**src/rtl/i2c_fifo_status.sv**
```systemverilog
// Paired TX/RX byte FIFOs for the I2C controller, with occupancy counts and a status byte.
// Each FIFO is first-word-fall-through and keeps sticky overflow/underflow flags.

module i2c_fifo_chan #(
    parameter int DEPTH = 8,
    parameter int AW    = 3
) (
    input  logic          PCLK,
    input  logic          PRESETn,
    input  logic          wr_en,
    input  logic [7:0]    wdata,
    input  logic          rd_en,
    input  logic          flush,
    input  logic          err_clr,
    output logic [7:0]    rdata,
    output logic [AW:0]   count,
    output logic          full,
    output logic          empty,
    output logic          ovf,
    output logic          udf
);
    localparam logic [AW:0] FULL_CNT = (AW+1)'(DEPTH);

    logic [7:0]    mem [DEPTH];
    logic [AW-1:0] wr_ptr;
    logic [AW-1:0] rd_ptr;
    logic [AW:0]   cnt;
    logic          push_ok;
    logic          pop_ok;
    logic          ovf_evt;
    logic          udf_evt;

    assign full  = (cnt == FULL_CNT);
    assign empty = (cnt == '0);

    // A pop frees the slot a same-cycle push needs, so a full FIFO accepts push+pop.
    assign push_ok = wr_en & ~flush & (~full | rd_en);
    assign pop_ok  = rd_en & ~flush & ~empty;
    assign ovf_evt = wr_en & ~flush & full & ~rd_en;
    assign udf_evt = rd_en & ~flush & empty;

    always_ff @(posedge PCLK) begin
        if (push_ok) begin
            mem[wr_ptr] <= wdata;
        end
    end

    always_ff @(posedge PCLK or negedge PRESETn) begin
        if (!PRESETn) begin
            wr_ptr <= '0;
            rd_ptr <= '0;
            cnt    <= '0;
        end else if (flush) begin
            wr_ptr <= '0;
            rd_ptr <= '0;
            cnt    <= '0;
        end else begin
            if (push_ok) begin
                wr_ptr <= wr_ptr + AW'(1);
            end
            if (pop_ok) begin
                rd_ptr <= rd_ptr + AW'(1);
            end
            case ({push_ok, pop_ok})
                2'b10:   cnt <= cnt + (AW+1)'(1);
                2'b01:   cnt <= cnt - (AW+1)'(1);
                default: cnt <= cnt;
            endcase
        end
    end

    // A set event in the same cycle as err_clr wins.
    always_ff @(posedge PCLK or negedge PRESETn) begin
        if (!PRESETn) begin
            ovf <= 1'b0;
            udf <= 1'b0;
        end else begin
            if (ovf_evt) begin
                ovf <= 1'b1;
            end else if (err_clr) begin
                ovf <= 1'b0;
            end
            if (udf_evt) begin
                udf <= 1'b1;
            end else if (err_clr) begin
                udf <= 1'b0;
            end
        end
    end

    assign rdata = empty ? 8'h00 : mem[rd_ptr];
    assign count = cnt;
endmodule

module i2c_fifo_status #(
    parameter int DEPTH = 8,
    parameter int AW    = 3
) (
    input  logic          PCLK,
    input  logic          PRESETn,
    input  logic          tx_wr_en,
    input  logic [7:0]    tx_wdata,
    input  logic          tx_rd_en,
    output logic [7:0]    tx_rdata,
    input  logic          rx_wr_en,
    input  logic [7:0]    rx_wdata,
    input  logic          rx_rd_en,
    output logic [7:0]    rx_rdata,
    input  logic          tx_flush,
    input  logic          rx_flush,
    input  logic          err_clr,
    output logic [7:0]    status_reg,
    output logic [AW:0]   tx_count,
    output logic [AW:0]   rx_count
);
    logic tx_full, tx_empty, tx_ovf, tx_udf;
    logic rx_full, rx_empty, rx_ovf, rx_udf;

    i2c_fifo_chan #(.DEPTH(DEPTH), .AW(AW)) u_tx (
        .PCLK    (PCLK),
        .PRESETn (PRESETn),
        .wr_en   (tx_wr_en),
        .wdata   (tx_wdata),
        .rd_en   (tx_rd_en),
        .flush   (tx_flush),
        .err_clr (err_clr),
        .rdata   (tx_rdata),
        .count   (tx_count),
        .full    (tx_full),
        .empty   (tx_empty),
        .ovf     (tx_ovf),
        .udf     (tx_udf)
    );

    i2c_fifo_chan #(.DEPTH(DEPTH), .AW(AW)) u_rx (
        .PCLK    (PCLK),
        .PRESETn (PRESETn),
        .wr_en   (rx_wr_en),
        .wdata   (rx_wdata),
        .rd_en   (rx_rd_en),
        .flush   (rx_flush),
        .err_clr (err_clr),
        .rdata   (rx_rdata),
        .count   (rx_count),
        .full    (rx_full),
        .empty   (rx_empty),
        .ovf     (rx_ovf),
        .udf     (rx_udf)
    );

    assign status_reg = {tx_full, tx_empty, rx_full, rx_empty,
                         tx_ovf, rx_ovf, tx_udf, rx_udf};
endmodule

```
**config.mk**
```make
export PLATFORM = sky130hd
export DESIGN_NAME = i2c_fifo_status
export DESIGN_NICKNAME = d
export VERILOG_FILES = /design/src/rtl/i2c_fifo_status.sv
export SDC_FILE = /design/constraint.sdc
export NUM_CORES = 1
export LEC_CHECK = 0
export BUFFER_PORTS_ARGS = -buffer_cell sky130_fd_sc_hd__buf_2
export CORE_ASPECT_RATIO = 0.5
export CORE_MARGIN = 2
export CORE_UTILIZATION = 50
export DETAILED_ROUTE_END_ITERATION = 10
export PLACE_DENSITY = 0.68
export RECOVER_POWER = 25
export SETUP_SLACK_MARGIN = 0.4
export SYNTH_ARGS = -nofsm -noshare
export SYNTH_HDL_FRONTEND = slang
export SYNTH_SLANG_ARGS = --single-unit
```
**constraint.sdc**
```tcl
create_clock -name PCLK -period 5.3 [get_ports PCLK]
set_input_delay 0.53 -clock PCLK [delete_from_list [all_inputs] [get_ports PCLK]]
set_output_delay 0.53 -clock PCLK [all_outputs]
set_load 0.005 [all_outputs]
```
* Yosys cells after proc, flatten, opt, wreduce, memory -nomap -nowiden
Memory sizes are Yosys's and may differ from the RTL's.
Index checks and enable logic that the tools add are counted.
** Storage, ports and cells
- Output and inout port bits :: 32
- Memory bits (read-only) :: 0
- Word-level logic and storage cells :: 85
- RAM bits :: 128
- Bits in latches :: 0
- Input port bits :: 25
- Bits in registers :: 24
- Memories kept :: 2
** Operators by class
- Reductions and logical operators :: 12
- $lt $le $gt $ge :: 0
- Add/sub/neg operators :: 8
- Bitwise gates (word level) :: 24
- Mux-type cells :: 23
- Shifts and indexed selects :: 0
- Div/mod/pow operators :: 0
- Equality and inequality tests :: 6
- $mul :: 0
** Memories
- u_rx.mem :: words 8, width 8, read ports 1, clocked after Yosys merged registers in 0, wr ports 1, line 24 : logic [7:0] mem [DEPTH];
- u_tx.mem :: words 8, width 8, read ports 1, clocked after Yosys merged registers in 0, wr ports 1, line 24
** Operator list (count)
- 3-bit two-way mux :: 8
- 8-bit two-way mux :: 2
- 4-bit one-hot mux with 2 select lines :: 2
- 2-bit nonzero test :: 8
- 1-bit AND :: 14
- 3-bit by 1-bit adder with 3-bit output, second input constant :: 4
- 1-bit two-way mux :: 9
- 4-bit by 1-bit adder with 4-bit output, second input constant :: 2
- 4-bit equality test, second input constant :: 2
- 4-bit zero test :: 2
- 4-bit two-way mux :: 2
- 1-bit inverter :: 8
- 4-bit by 1-bit subtractor with 4-bit output, second input constant :: 2
- 3-bit nonzero test :: 2
- 2-bit by 1-bit equality test with 1-bit output, second input constant :: 2
- 2-bit equality test, second input constant :: 2
- 1-bit OR :: 2

* Depth between registers and ports, before layout
- Depth in word-level cells :: 7
- Depth in mapped cells :: 10
- Gate-level depth less buffers :: 8

* By module
Synthesis repeated with hierarchy kept, for this count alone.
** Unflattened totals
- Cells, all modules :: 400
- Area, all modules :: 6602.6 sq um
** Modules (own cells, without submodules)
- i2c_fifo_chan at u_rx :: cells each 194, sequential area each 2222.1 sq um, times used 1, area each 3271.9 sq um
- i2c_fifo_chan at u_tx :: cells each 198, sequential area each 2222.1 sq um, times used 1, area each 3270.6 sq um
- i2c_fifo_status :: cells each 8, sequential area each 0.0 sq um, times used 1, area each 60.1 sq um

* Worst setup path before layout
OpenSTA, ideal clock, no wires.
- Path kind :: register -> register
- Start :: reg u_tx.cnt[1] (netlist: u_tx.count[1])
- End :: reg u_tx.cnt[3] (netlist: u_tx.count[3])
- Setup slack :: 2.630 ns
- Arrival time :: 2.541 ns
- Required time :: 5.171 ns
- Clock period less this slack :: 2.670 ns
- Cell stages (with the launch flop) :: 11
- Library setup time :: 0.129 ns
- Buffers on the path :: 2
- Cell sequence :: dfrtp_1 > buf_6 > or4_4 > buf_6 > inv_1 > nor3_1 > ha_1 > a31oi_1 > or4b_2 > o211ai_1 > a31oi_1
** Between the ends
- Word-level cells in the longest chain between the ends :: 7
- Elaborated cells on any way between the ends :: 14
- Those cells by class :: 2 x add/sub; 3 x eq/ne; 2 x mux; 5 x bitwise; 2 x reduce/logical
** Ends and longest elaborated chain
- start: declaration :: line 27 : logic [AW:0] cnt;
- start signal: assignment :: line 65 : 2'b10: cnt <= cnt + (AW+1)'(1);
- start signal: assignment :: line 66 : 2'b01: cnt <= cnt - (AW+1)'(1);
- start signal: assignment :: line 67 : default: cnt <= cnt;
- 4-bit equality test :: line 33 : assign full = (cnt == FULL_CNT);
- 1-bit inverter :: line 37 : assign push_ok = wr_en & ~flush & (~full | rd_en);
- 1-bit OR :: line 37
- 1-bit AND :: line 37
- 2-bit by 1-bit equality test with 1-bit output / 2-bit equality test (equally long branches) :: line 64 : case ({push_ok, pop_ok})
- 4-bit one-hot mux with 2 select lines :: line 64
- 4-bit two-way mux :: line 53 : end else if (flush) begin
Several ways; a longest one is shown, not always the timed one.
A chain may end at the register's enable or synchronous reset.

* Worst setup path after layout
- Start :: reg u_tx.cnt[0] (netlist: u_tx.count[0])
- End :: reg u_tx.cnt[3] (netlist: u_tx.count[3])
The elaborated chain is that of the path after synthesis.

==> impl_metrics.yaml <==
sta:
  final_hold_viol_count: 0
  relSlewSlack_pct: 32.7
  setup_ws_ns: 2.18
  fin_skew_ns: 0.00849
  rsz0062_at_grt: "no"
  final.period_utilization_pct: 58.9
  setup_viol: 0
  slew_violations: 0
  max_freq_mhz: 320
  setup-tns-final_ns: 0
  min_period_ns: 3.12
  tightest_slew_ns: 1.01
clocking:
  clock_latency_ns: 0.42
  ctsResizeCount: 0
  cts_root_buf: "clkbuf_16"
  clock_path_buffers: 2
  cts_tree: "built"
  clk_pin_slew_ns: 0.06
  cts_buffers: 17
  post_cts.repair.setup_buffers: 0
  clock-sinks: 152
  postCtsHoldBufs: 0
  htree_levels: 4
logic_synthesis:
  synth_edf_count: 128
  synth_nets: 430
  yosysTopAreaCellShare_pct: 58.7
  yosysWarningCount: 0
  netlist_instances: 397
  synth-seq-cells: 152
  synth_ff_type: "edfxtp_1"
  synth_seq_area_share_pct: 67.8
  synthTopCellsByArea: "edfxtp_1 59%, mux4_2 11%, dfrtp_1 9.2%, mux2i_1 3.2%, nor2_1 2.7%"
  syn_avg_cell_area_sq_um: 16.5
  yosys.cell_count.top_type: "edfxtp_1"
  async_flop_share_pct: 15.8
  synth_area_leader_cell: "edfxtp_1"
  syn_area_sq_um: 6550
  synth.distinct_cells: 48
  yosys-top-cells-count: "128 x edfxtp_1, 48 x nor2_1, 32 x mux4_2"
power:
  ir_worst_vdd_uv: 220
  power.density_nw_per_um2: 413
  combPwrFrac_pct: 17.5
  p_leak_nw: 2.63
  seqPwrFrac_pct: 45.8
  clockPowerShare_pct: 36.7
  switchingPower_mw: 0.856
  swShare_pct: 27.7
  p_int_mw: 2.23
drt:
  drtPass1Iterations: 5
  wl_per_cell_microns: 18.7
  post-route-drc-count: 0
  drtAntennaViolNets: 0
  via_per_inst: 5.53
  drtIter0Drc: 201
  dr_total_vias: 3493
  routed_wirelength_mm: 11.8
placed_design:
  gp_congestion: 0.792
  dp.cells: 600
  port_buffers: 56
  hpwl_mm: 7.43
  dp_slack_ns: 2.19
run:
  maxCapViolations: 0
global_routing:
  antenna_found_initial: 0
  gr-total-overflow: 0
  grt_pass1_wl_mm: 19.6
  grt_max_degree: 25
  grt_pass1_vias: 3512
  grtUsageTotal_pct: 18.6
cells_and_area:
  final_util_pct: 58.7
  antenna_cells: 0
  drive_gt1_share_pct: 27.5
  fin_nets: 482
  fill_cells: 962
  syn2layout_area_growth_pct: 14.0
  stdcell_count: 632
setup_path:
  path_class: "register to register"
  cp-start-kind: "register"
  arrival_ns: 3.42
  critPathMaxFanout: 11
  crit_required_ns: 5.60
  cp-end-kind: "register"
floorplanning:
  initial_core_util_pct: 51.4
  std_cell_rows: 29
  die_h_microns: 85.0
  ios: 57
  die_w_microns: 166
  die_area_sq_um: 14100
  coreArea_sq_um: 12700
status:
  outcome: "completed"
worst_hold_path:
  worstHoldPathType: "primary input to async pin"
-- cell families (layout without fill, tap and decap cells) --
kind of cell,count (synthesis),in the layout,synth area share (%)
fa+ha+maj,8,8,1.53
buf+inv,38,103,3.15
simple gates,97,97,7.54
compound gates,39,39,4.41
flops,152,152,67.8
xor+xnor,10,10,1.34
mux,53,53,14.2
-- routing by layer --
metal	wire [microns]	share of wire, %	track usage, %
met1	5490	46	26.0
met5	0	0	0
met4	139	1.2	5.06
met3	465	3.9	5.50
met2	5730	48	29.2
-- path summary, 6_finish.rpt --
kind                                           startpoint                    endpoint  slack (ns)  depth (start not counted)
worst max-delay path            u_tx.count[0]$_DFFE_PN0P_   u_tx.count[3]$_DFFE_PN0P_        2.18                          8
worst min-delay path                              PRESETn  u_rx.wr_ptr[0]$_DFFE_PN0P_        0.09                          1
worst max register to register  u_tx.count[0]$_DFFE_PN0P_   u_tx.count[3]$_DFFE_PN0P_        2.18                          8
worst min register to register       u_rx.udf$_DFFE_PN0P_        u_rx.udf$_DFFE_PN0P_        0.52                          1
max in group asynchronous                         PRESETn  u_tx.rd_ptr[1]$_DFFE_PN0P_        4.83                          1
min in group PCLK                             tx_wdata[3]    u_tx.mem[0][3]$_DFFE_PP_        0.38                          1
-- power groups by stage --
stage | registers, mW | logic, mW | clock network, mW
floorplan | 1.39 | 0.442 | 0
global placement | 1.44 | 0.547 | 0
detailed placement | 1.44 | 0.550 | 0
CTS | 1.42 | 0.552 | 1.16
global route | 1.43 | 0.604 | 1.21
finish | 1.41 | 0.540 | 1.13
-- worst max-delay path: stages, from the launching register on --
cell	delay (ns)
dfrtp_1	0.47
or4_4	0.63
inv_1	0.34
nor3_1	0.14
ha_1	0.39
a31oi_1	0.15
or4b_2	0.65
o211ai_1	0.11
a31oi_1	0.10
-- cell type report --
class                   instances  area (sq um)  share of cell area (%)
clock buffers                  17           425                    5.70
clock inverters                15           136                    1.83
inverters                       8          30.0                   0.402
multi-input cells             207          1900                    25.5
flip-flops and latches        152          4440                    59.5
well taps                     170           213                    2.85
repair buffers                 63           319                    4.27
-- flip-flops by register name, indices dropped and copies added (netlist names), 3 cells and up --
signal,flops
u_rx.wr_ptr,3
u_rx.count,4
u_rx.mem,64
u_tx.mem,64
u_tx.rd_ptr,3
u_tx.count,4
u_rx.rd_ptr,3
u_tx.wr_ptr,3
-- placed cells by master, fill, tap and decap left out, drive strengths merged, types with 3 or more instances in the layout --
| cell type | instances |
|---|---|
| nor2 | 48 |
| mux2i | 21 |
| nand2 | 7 |
| clkinvlp | 3 |
| o41ai | 3 |
| or3 | 3 |
| mux4 | 32 |
| a32o | 4 |
| clkinv | 4 |
| o211ai | 4 |
| ha | 8 |
| nand2b | 6 |
| buf | 52 |
| edfxtp | 128 |
| dfrtp | 24 |
| clkbuf | 28 |
| a21oi | 7 |
| a31oi | 3 |
| inv | 16 |
| o2111ai | 3 |
| nand3 | 6 |
| nor3 | 10 |
| xor2 | 9 |
| or4b | 4 |
| o21ai | 6 |
-- through the flow --
| stage | hold slack (ns) | area (sq um) | power (mW) |
|---|---|---|---|
| 3_5_place_dp | 0.506 | 6920 | 1.99 |
| 6_report | 0.0868 | 7470 | 3.09 |
| 5_1_grt | 0.138 | 7470 | 3.24 |
| 4_1_cts | 0.109 | 7480 | 3.12 |
| 3_3_place_gp | 0.486 | 6920 | 1.99 |
| 2_1_floorplan | 0.234 | 6550 | 1.84 |
Power figures use the tool's default switching activity.
